`src/rtl/unpack_leb128_stream_if.sv`:
```
// ============================================================================
// Module      : unpack_leb128_stream_if
// Description : Byte-in / result-out handshake bundle for the LEB128 unpacker.
// Revision    : 1.0 - initial release
// ============================================================================
`default_nettype none

interface unpack_leb128_stream_if #(
    parameter int W = 64
);
    logic         in_valid;
    logic         in_ready;
    logic [7:0]   in_data;
    logic         signed_mode;
    logic         out_valid;
    logic         out_ready;
    logic [W-1:0] out_data;
    logic [3:0]   out_len;
    logic         out_err;

    modport master (
        output in_valid, in_data, signed_mode, out_ready,
        input  in_ready, out_valid, out_data, out_len, out_err
    );

    modport slave (
        input  in_valid, in_data, signed_mode, out_ready,
        output in_ready, out_valid, out_data, out_len, out_err
    );
endinterface

`default_nettype wire

```
`src/rtl/unpack_leb128_stream.sv`:
```
// ============================================================================
// Module      : unpack_leb128_stream
// Description : Streaming ULEB128/SLEB128 decoder, one byte per cycle.
// Revision    : 1.0 - initial release
// ============================================================================
`default_nettype none

module unpack_leb128_stream #(
    parameter int W = 64
) (
    input  wire logic             clk,
    input  wire logic             rst_n,
    unpack_leb128_stream_if.slave bus
);
    localparam int         N      = (W + 6) / 7;
    localparam logic [3:0] C_LAST = 4'(N - 1);

    typedef enum logic [1:0] {
        ST_ACC   = 2'd0,
        ST_DRAIN = 2'd1,
        ST_OUT   = 2'd2
    } state_t;

    state_t       r_state;
    logic [3:0]   r_k;
    logic [W-1:0] r_acc;
    logic         r_signed;
    logic         r_out_valid;
    logic [W-1:0] r_out_data;
    logic [3:0]   r_out_len;
    logic         r_out_err;

    logic         w_in_ready;
    logic         w_in_fire;
    logic [6:0]   w_shift;
    logic [6:0]   w_shift_end;
    logic [W-1:0] w_acc_next;
    logic         w_signed_eff;
    logic [W-1:0] w_sext;
    logic [3:0]   w_k_sat;

    // Gating with rst_n keeps in_ready low for the whole time reset is held.
    assign w_in_ready   = rst_n & (r_state != ST_OUT);
    assign w_in_fire    = bus.in_valid & w_in_ready;
    assign w_shift      = 7'(r_k) * 7'd7;
    assign w_shift_end  = w_shift + 7'd7;
    assign w_acc_next   = r_acc | (W'(bus.in_data[6:0]) << w_shift);
    assign w_signed_eff = (r_k == 4'd0) ? bus.signed_mode : r_signed;
    // A shift of W or more yields zero, so the last legal byte never extends.
    assign w_sext       = (w_signed_eff & bus.in_data[6]) ? ({W{1'b1}} << w_shift_end) : '0;
    assign w_k_sat      = (r_k == 4'd15) ? 4'd15 : r_k + 4'd1;

    always_ff @(posedge clk or negedge rst_n) begin
        if (!rst_n) begin
            r_state     <= ST_ACC;
            r_k         <= 4'd0;
            r_acc       <= '0;
            r_signed    <= 1'b0;
            r_out_valid <= 1'b0;
            r_out_data  <= '0;
            r_out_len   <= 4'd0;
            r_out_err   <= 1'b0;
        end else begin
            case (r_state)
                ST_ACC: begin
                    if (w_in_fire) begin
                        r_k   <= w_k_sat;
                        r_acc <= w_acc_next;
                        if (r_k == 4'd0) begin
                            r_signed <= bus.signed_mode;
                        end
                        if (!bus.in_data[7]) begin
                            r_state     <= ST_OUT;
                            r_out_valid <= 1'b1;
                            r_out_data  <= w_acc_next | w_sext;
                            r_out_len   <= r_k + 4'd1;
                            r_out_err   <= 1'b0;
                        end else if (r_k == C_LAST) begin
                            r_state <= ST_DRAIN;
                        end
                    end
                end

                ST_DRAIN: begin
                    if (w_in_fire) begin
                        r_k <= w_k_sat;
                        if (!bus.in_data[7]) begin
                            r_state     <= ST_OUT;
                            r_out_valid <= 1'b1;
                            r_out_data  <= r_acc;
                            r_out_len   <= w_k_sat;
                            r_out_err   <= 1'b1;
                        end
                    end
                end

                ST_OUT: begin
                    if (bus.out_ready) begin
                        r_state     <= ST_ACC;
                        r_out_valid <= 1'b0;
                        r_acc       <= '0;
                        r_k         <= 4'd0;
                    end
                end

                default: begin
                    r_state <= ST_ACC;
                end
            endcase
        end
    end

    assign bus.in_ready  = w_in_ready;
    assign bus.out_valid = r_out_valid;
    assign bus.out_data  = r_out_data;
    assign bus.out_len   = r_out_len;
    assign bus.out_err   = r_out_err;

endmodule

`default_nettype wire
```
`src/flat_wrapper.sv`:
```
// flat-port wrapper written by rule: the top's interface ports become plain ports
module unpack_leb128_stream_flat 
#(
    parameter int W = 64
)
  (clk, rst_n, bus_in_valid, bus_in_data, bus_signed_mode, bus_out_ready, bus_in_ready, bus_out_valid, bus_out_data, bus_out_len, bus_out_err);
  unpack_leb128_stream_if #(.W(W)) bus_i ();
  input  wire logic clk;
  input  wire logic rst_n;
  input wire logic [$bits(bus_i.in_valid)-1:0] bus_in_valid;
  input wire logic [$bits(bus_i.in_data)-1:0] bus_in_data;
  input wire logic [$bits(bus_i.signed_mode)-1:0] bus_signed_mode;
  input wire logic [$bits(bus_i.out_ready)-1:0] bus_out_ready;
  output wire logic [$bits(bus_i.in_ready)-1:0] bus_in_ready;
  output wire logic [$bits(bus_i.out_valid)-1:0] bus_out_valid;
  output wire logic [$bits(bus_i.out_data)-1:0] bus_out_data;
  output wire logic [$bits(bus_i.out_len)-1:0] bus_out_len;
  output wire logic [$bits(bus_i.out_err)-1:0] bus_out_err;
  assign bus_i.in_valid = bus_in_valid;
  assign bus_i.in_data = bus_in_data;
  assign bus_i.signed_mode = bus_signed_mode;
  assign bus_i.out_ready = bus_out_ready;
  assign bus_in_ready = bus_i.in_ready;
  assign bus_out_valid = bus_i.out_valid;
  assign bus_out_data = bus_i.out_data;
  assign bus_out_len = bus_i.out_len;
  assign bus_out_err = bus_i.out_err;
  unpack_leb128_stream #(.W(W)) u_core (.clk(clk), .rst_n(rst_n), .bus(bus_i));
endmodule
```
`config.mk`:
```
export PLATFORM = sky130hd
export DESIGN_NAME = unpack_leb128_stream_flat
export DESIGN_NICKNAME = d
export VERILOG_FILES = /design/src/rtl/unpack_leb128_stream_if.sv /design/src/rtl/unpack_leb128_stream.sv /design/src/flat_wrapper.sv
export SDC_FILE = /design/constraint.sdc
export NUM_CORES = 1
export LEC_CHECK = 0
export CAP_MARGIN = 40
export CORE_MARGIN = 2
export CORE_UTILIZATION = 35
export CTS_CLUSTER_DIAMETER = 150
export DETAILED_ROUTE_END_ITERATION = 10
export GPL_ROUTABILITY_DRIVEN = 0
export GPL_TIMING_DRIVEN = 0
export PLACE_DENSITY = 0.51
export SYNTH_ARGS = -nofsm -noshare
export SYNTH_HDL_FRONTEND = slang
export SYNTH_SLANG_ARGS = --single-unit
```
`constraint.sdc`:
```
create_clock -name clk -period 5.8 [get_ports clk]
set_input_delay 0.87 -clock clk [delete_from_list [all_inputs] [get_ports clk]]
set_output_delay 0.87 -clock clk [all_outputs]
set_load 0.03 [all_outputs]
```
==> metrics, run 1 <==
fin crit period 4.35 ns; register area share after synthesis roughly 50%; Synth warnings 0; Main synth FF type dfrtp_1; worst hold path class input pin to asynchronous set/reset pin; post-synthesis average cell area 9.20 um2; pre-CTS setup slack 1.53 ns; Post-Syn Nets 815; Synth top area share between 40% and 50%; Final Cell Area 0.00897 mm2; most numerous cell in the Yosys netlist dfrtp_1; CTS Buf Count 17; Worst Tran Pin Value 0.909 ns; CTS tree done; Initial DRC Count approximately 760; met2 Use GR 37.8%; HPWL Detailed roughly 19 mm; FF+latch count, synth 141; post-CTS setup repair buffer count 0; drt wl/cell 23.3 um; gr busiest metal met2; H-tree levels 4; post-cts sizing count 0; final WL about 27 mm; via count of the routed design between 6k and 7k; PwrDens 717 mW/mm2; Max Clock Skew 0.00773 ns; Post-DP Area 0.00839 mm2; Fillers ~2k; largest net degree at the start of global routing 88; antenna violations before repair 0; Slew Limit Fails 0; first-pass GRT wire length 41.3 mm; setup_tns 0 ns; Max-Cap Viols 0; number of global-route vias before repair ~6.6k; number of synthesized flops with an enable pin 0; critical path type register to register; grt total ovfl 0; clk root buf clkbuf_16; Die W 147 um; layout cells sized above 1 9.44%; Slew Limit Headroom 39.4%; Critical Path Fanout Max 10; # port buffers 82; Mapped Cells 782; Synth-to-Final Area Change 24.7%; Post-synth top cells dfrtp_1, a21oi_1, nor2_1, nand2_1, o21ai_0; IO Count 84; DRC 0; startpoint types register; Hold Violations, Final 0; antenna viol nets, final 0; Worst VDD drop 0.000477 V; Clock Path Buffers 2; Overall Global Routing Usage 25.5%; Synth cell types 62; Clk pin slew, worst setup/hold paths 0.06 ns; fin crit share 75.0%; worst skew pair latency between 0.4 and 0.5 ns; CTS Hold Bufs 0; cell area after synthesis 0.00719 mm2; Worst Setup End Kind register; RSZ-0062 raised after global routing false; diode count 0; Fin Hold WS 0.398 ns; average vias per placed instance 5.81; Synth area leader dfrtp_1; synth top area cells dfrtp_1, a21oi_1, nor2_1, o21ai_0, ha_1; FMAX 0.230 GHz; FFs w/ async S/R, synth 100%; die area roughly 0.022 mm2; num rows 52; CTS Sinks 141; worst endpoint required time 6.14 ns; core area 0.0202 mm2; P_leak 3.82 nW; GRT met1 Usage 35.6%; Setup violations, final 0; chip height ~150 um; Final WS setup 1.45 ns; GR Layer Usage met3 6.45%; initial core utilization 35.6%; drt first pass iters 7; final net count 920; crit path DAT 4.69 ns; run status completed
layout by cell type, fill, tap and decap left out, drive strengths merged, types with 3 or more instances in the layout:
cell type | Yosys | final
dfrtp | 141 | 141
clkbuf | 35 | 53
a211oi | 19 | 19
ha | 18 | 18
nor3b | 3 | 3
nor2 | 102 | 102
buf | 40 | 45
nor4 | 4 | 4
inv | 15 | 20
nand2b | 6 | 6
o221ai | 17 | 17
nor3 | 18 | 18
xnor2 | 4 | 4
a22o | 7 | 7
nand3 | 5 | 5
o21ai | 57 | 57
a211o | 11 | 11
a21o | 4 | 4
clkdlybuf4s50 | 0 | 81
o22ai | 26 | 26
clkinv | 0 | 7
o2bb2ai | 4 | 4
a311oi | 5 | 5
o211ai | 16 | 16
nand2 | 55 | 55
a21oi | 105 | 105
or3 | 4 | 4
and3 | 3 | 3
and2 | 15 | 15
a31oi | 10 | 10
per-layer routing:
layer / up-vias / part of all wire [%]
met5: - / 0
met4: 0 / 3.4
met3: 52 / 8.8
met2: 368 / 44
met1: 3344 / 44
li1: 3037 / -
path summary, 6_finish.rpt:
path                            cells after the start                 endpoint  slack [ns]                     from
worst max-delay path                               13  u_core.bus.out_data[13]        1.45            u_core.r_k[2]
worst min-delay path                                1     u_core.bus.out_valid        0.40                    rst_n
worst max register to register                     13  u_core.bus.out_data[13]        1.45            u_core.r_k[2]
worst min register to register                      2  u_core.bus.out_data[30]        0.47  u_core.bus.out_data[30]
max in group asynchronous                           2         u_core.r_acc[19]        4.57                    rst_n
min in group clk                                    2  u_core.bus.out_data[30]        0.47  u_core.bus.out_data[30]
cells by family after synthesis:
kind of cell    Yosys count  synth area share (%)
compound gates          297                  26.1
simple gates            226                  14.5
flops                   141                  49.0
buf+inv                  90                  5.58
fa+ha+maj                20                  3.69
xor+xnor                  5                 0.609
mux                       3                 0.487
power by group:
part / switching, mW / total (mW) / internal (mW)
logic: 2.53 / 3.77 / 1.24
clock network: 0.464 / 1.07 / 0.609
registers: 0.249 / 1.58 / 1.33
per-stage QoR:
step                cells  total power, mW  utilization [%]
CTS                  1169             6.36             44.3
global route         1170             6.76             44.3
detailed placement   1137             5.26             41.5
finish               1170             6.43             44.3
global placement     1134             5.22             41.3
floorplan             782             3.87                -
area by class of cell:
class                           instances  area (um2)  share of cell area, %
Buffer                                 75         345                   3.85
Clock buffer                           18         439                   4.90
Clock inverter                         14         134                   1.49
Inverter                               15        56.3                  0.628
Multi-Input combinational cell        551        3260                   36.4
Sequential cell                       141        3530                   39.3
Tap cell                              270         338                   3.77
Timing Repair Buffer                   86         865                   9.64
sequential cells by signal, summed over array words and instances (netlist names):
name and cells:
u_core.r_k 4, u_core.bus.out_len 4, u_core.bus.out_err 1, u_core.bus.out_valid 1, u_core.r_signed 1, u_core.bus.out_data 64, u_core.r_state 2, u_core.r_acc 64
worst max-delay path, cell delays in order (launching register included):
cell and delay [ns]:
dfrtp_1 0.51, clkbuf_1 0.42, inv_1 0.24, fa_1 0.55, inv_1 0.05, ha_1 0.18
ha_1 0.31, buf_6 0.14, a21o_1 0.22, a221oi_4 0.37, mux2i_2 0.47, nand3_2 0.32
buf_4 0.29, o21ai_1 0.17
Power figures use the tool's default switching activity.
==> run 2, diff against run 1 <==
- PLACE_DENSITY: 0.51 -> 0.53
- clock period: 5.8 -> 3.9 ns (I/O delays scaled with it)
==> metrics, run 2 (same netlist as run 1, synthesis figures left out) <==
most common cell after layout, fill and taps aside dfrtp_1 (unchanged); first-pass GRT wire length 40.0 mm (was 41.3 mm); Slew Limit Headroom 36.0% (was 39.4%); Core Util, Final 44.9% (was 44.3%); # port buffers 82 (unchanged); Critical path origin u_core.r_k[1] (was u_core.r_k[2]); Worst R2R Path Depth 12 (was 13); CP max-delay cell fa_1 (unchanged); number of global-route vias before repair 6345 (was 6602); antenna violations before repair 0 (unchanged); CTS tree done (unchanged); placed cells 1137 (unchanged); register share of total power 24.2% (was 24.6%); CTS Sinks 141 (unchanged); Max Clock Skew 0.00859 ns (was 0.00773 ns); GR Layer Usage met3 5.22% (was 6.45%); H-tree levels 4 (unchanged); GRT met1 Usage 36.3% (was 35.6%); final WL 26.6 mm (was 27.2 mm); R2R Setup Slk 0.13 ns (was 1.45 ns); Worst Setup End Kind register (unchanged); internal cell power 4.92 mW (was 3.19 mW); met2 Use GR 36.2% (was 37.8%); FMAX 0.265 GHz (was 0.230 GHz); die area 0.0217 mm2 (unchanged); HPWL Detailed 18.2 mm (was 18.7 mm); Max-Cap Viols 0 (unchanged); core area 0.0202 mm2 (unchanged); clock share of power 17.6% (was 16.7%); gr busiest metal met1 (was met2); Total Power 9.73 mW (was 6.43 mW); Fin Hold WS 0.220 ns (was 0.398 ns); run status completed (unchanged); antenna viol nets, final 0 (unchanged); worst skew pair latency 0.43 ns (about the same); Critical Path Fanout Max 10 (unchanged); IO Count 84 (unchanged); Setup violations, final 0 (unchanged); startpoint types register (unchanged); pre-CTS setup slack -0.213 ns (was 1.53 ns); Hold Violations, Final 0 (unchanged); drt first pass iters 5 (was 7); num rows 52 (unchanged); Sw Share 49.4% (was 50.4%); grt total ovfl 0 (unchanged); worst path cell trace clkbuf_4, inv_1, fa_1, inv_1, ha_1, ha_1, buf_2, xor2_1, a2111oi_0, a2111oi_0, nand3b_1, a31oi_1 (was clkbuf_1, inv_1, fa_1, inv_1, ha_1, ha_1, buf_6, a21o_1, a221oi_4, mux2i_2, nand3_2, buf_4, o21ai_1); Non-Filler Instances 1171 (was 1170); Clock Path Buffers 2 (unchanged); CTS Buf Count 17 (unchanged); sw power 4.81 mW (was 3.24 mW); Critical Path Sink u_core.bus.out_data[38] (was u_core.bus.out_data[13]); fin crit share 96.8% (was 75.0%); crit-path max cell delay 0.56 ns (was 0.55 ns); Final Cell Area 0.00908 mm2 (was 0.00897 mm2); largest net degree at the start of global routing 84 (was 88); Overall Global Routing Usage 24.9% (was 25.5%); Synth-to-Final Area Change 26.2% (was 24.7%); diode count 0 (unchanged); chip height 147 um (unchanged); clk root buf clkbuf_16 (unchanged); RR Endpoint u_core.bus.out_data[38] (was u_core.bus.out_data[13]); logic gate share of total power 58.3% (was 58.7%); worst hold path class input pin to asynchronous set/reset pin (unchanged); worst endpoint required time 4.18 ns (was 6.14 ns); Worst VDD drop 0.000678 V (was 0.000477 V); setup_tns 0 ns (unchanged); average vias per placed instance 5.68 (was 5.81); P_leak 3.85 nW (was 3.82 nW); most frequent cells in the layout dfrtp_1, a21oi_1, nor2_1, clkdlybuf4s50_1, nand2_1 (unchanged); critical path type register to register (unchanged); crit path DAT 4.06 ns (was 4.69 ns); DRC 0 (unchanged); drt wl/cell 22.7 um (was 23.3 um); final net count 921 (was 920); Worst R2R Start u_core.r_k[1] (was u_core.r_k[2]); fin crit period 3.77 ns (was 4.35 ns); Clk pin slew, worst setup/hold paths 0.06 ns (about the same); Die W 147 um (unchanged); PwrDens 1070 mW/mm2 (was 717 mW/mm2); Initial DRC Count 745 (was 763); layout cells sized above 1 10.2% (was 9.44%); via count of the routed design 6657 (was 6801); initial core utilization 35.6% (unchanged); Slew Limit Fails 0 (unchanged); Final WS setup 0.125 ns (was 1.45 ns); Post-DP Area 0.00839 mm2 (unchanged); Worst Tran Pin Value 0.953 ns (was 0.909 ns)
[run 2: cell count changes in the layout (fill, tap and decap cells not counted), moves of 2 or more]
cell / change
buf_2: -3
clkbuf_4: +3
bufinv_16: +2
dfrtp_1: -2
dfrtp_2: +2
inv_6: -2
mux2i_4: +2
[run 2: per-layer routing]
metal	up-vias	part of all wire [%]
met1	3251	45
met5	-	0
li1	3040	-
met2	311	43
met3	55	8.1
met4	0	3.0
[run 2: power groups by stage]
stage               logic [mW]  registers [mW]  clock network, mW
global placement          5.43            2.37                  0
detailed placement        5.44            2.37                  0
CTS                       5.49            2.35               1.73
global route              6.06            2.42               1.78
floorplan                 2.83            2.92                  0
finish                    5.67            2.35               1.71
[run 2: worst max-delay path, delay by kind of cell, from the launching register on]
kind	cells	cell delay [ns]
fa+ha+maj	3	1.10
compound gates	3	0.79
buf+inv	4	0.63
xor+xnor	1	0.51
flops	1	0.43
simple gates	1	0.19
[run 2: layout make-up]
type / instances / area, um2
multi-input cells: 551 / 3310
fillers: 2007 / 11200
clock buffers: 20 / 457
flip-flops and latches: 141 / 3530
inverters: 15 / 56.3
clock inverters: 12 / 160
repair buffers: 87 / 875
plain buffers: 75 / 358
well taps: 270 / 338
[run 2: how the worst min path moves through the flow]
stage / start / to / slack, ns
2_1_floorplan: rst_n / u_core.bus.out_data[0] / 0.29
3_3_place_gp: u_core.bus.out_data[29] / u_core.bus.out_data[29] / 0.46
3_5_place_dp: u_core.bus.out_data[29] / u_core.bus.out_data[29] / 0.47
4_1_cts: rst_n / u_core.bus.out_data[12] / 0.25
5_1_grt: rst_n / u_core.bus.out_data[0] / 0.28
6_report: rst_n / u_core.r_acc[6] / 0.22
[run 2: what timing repair did]
action                     in CTS  in global routing
setup endpoints to repair      53                 54
resized for setup               2                 13
buffers inserted                0                  2
hold buffers                    0                  0
pin swaps                       0                  1
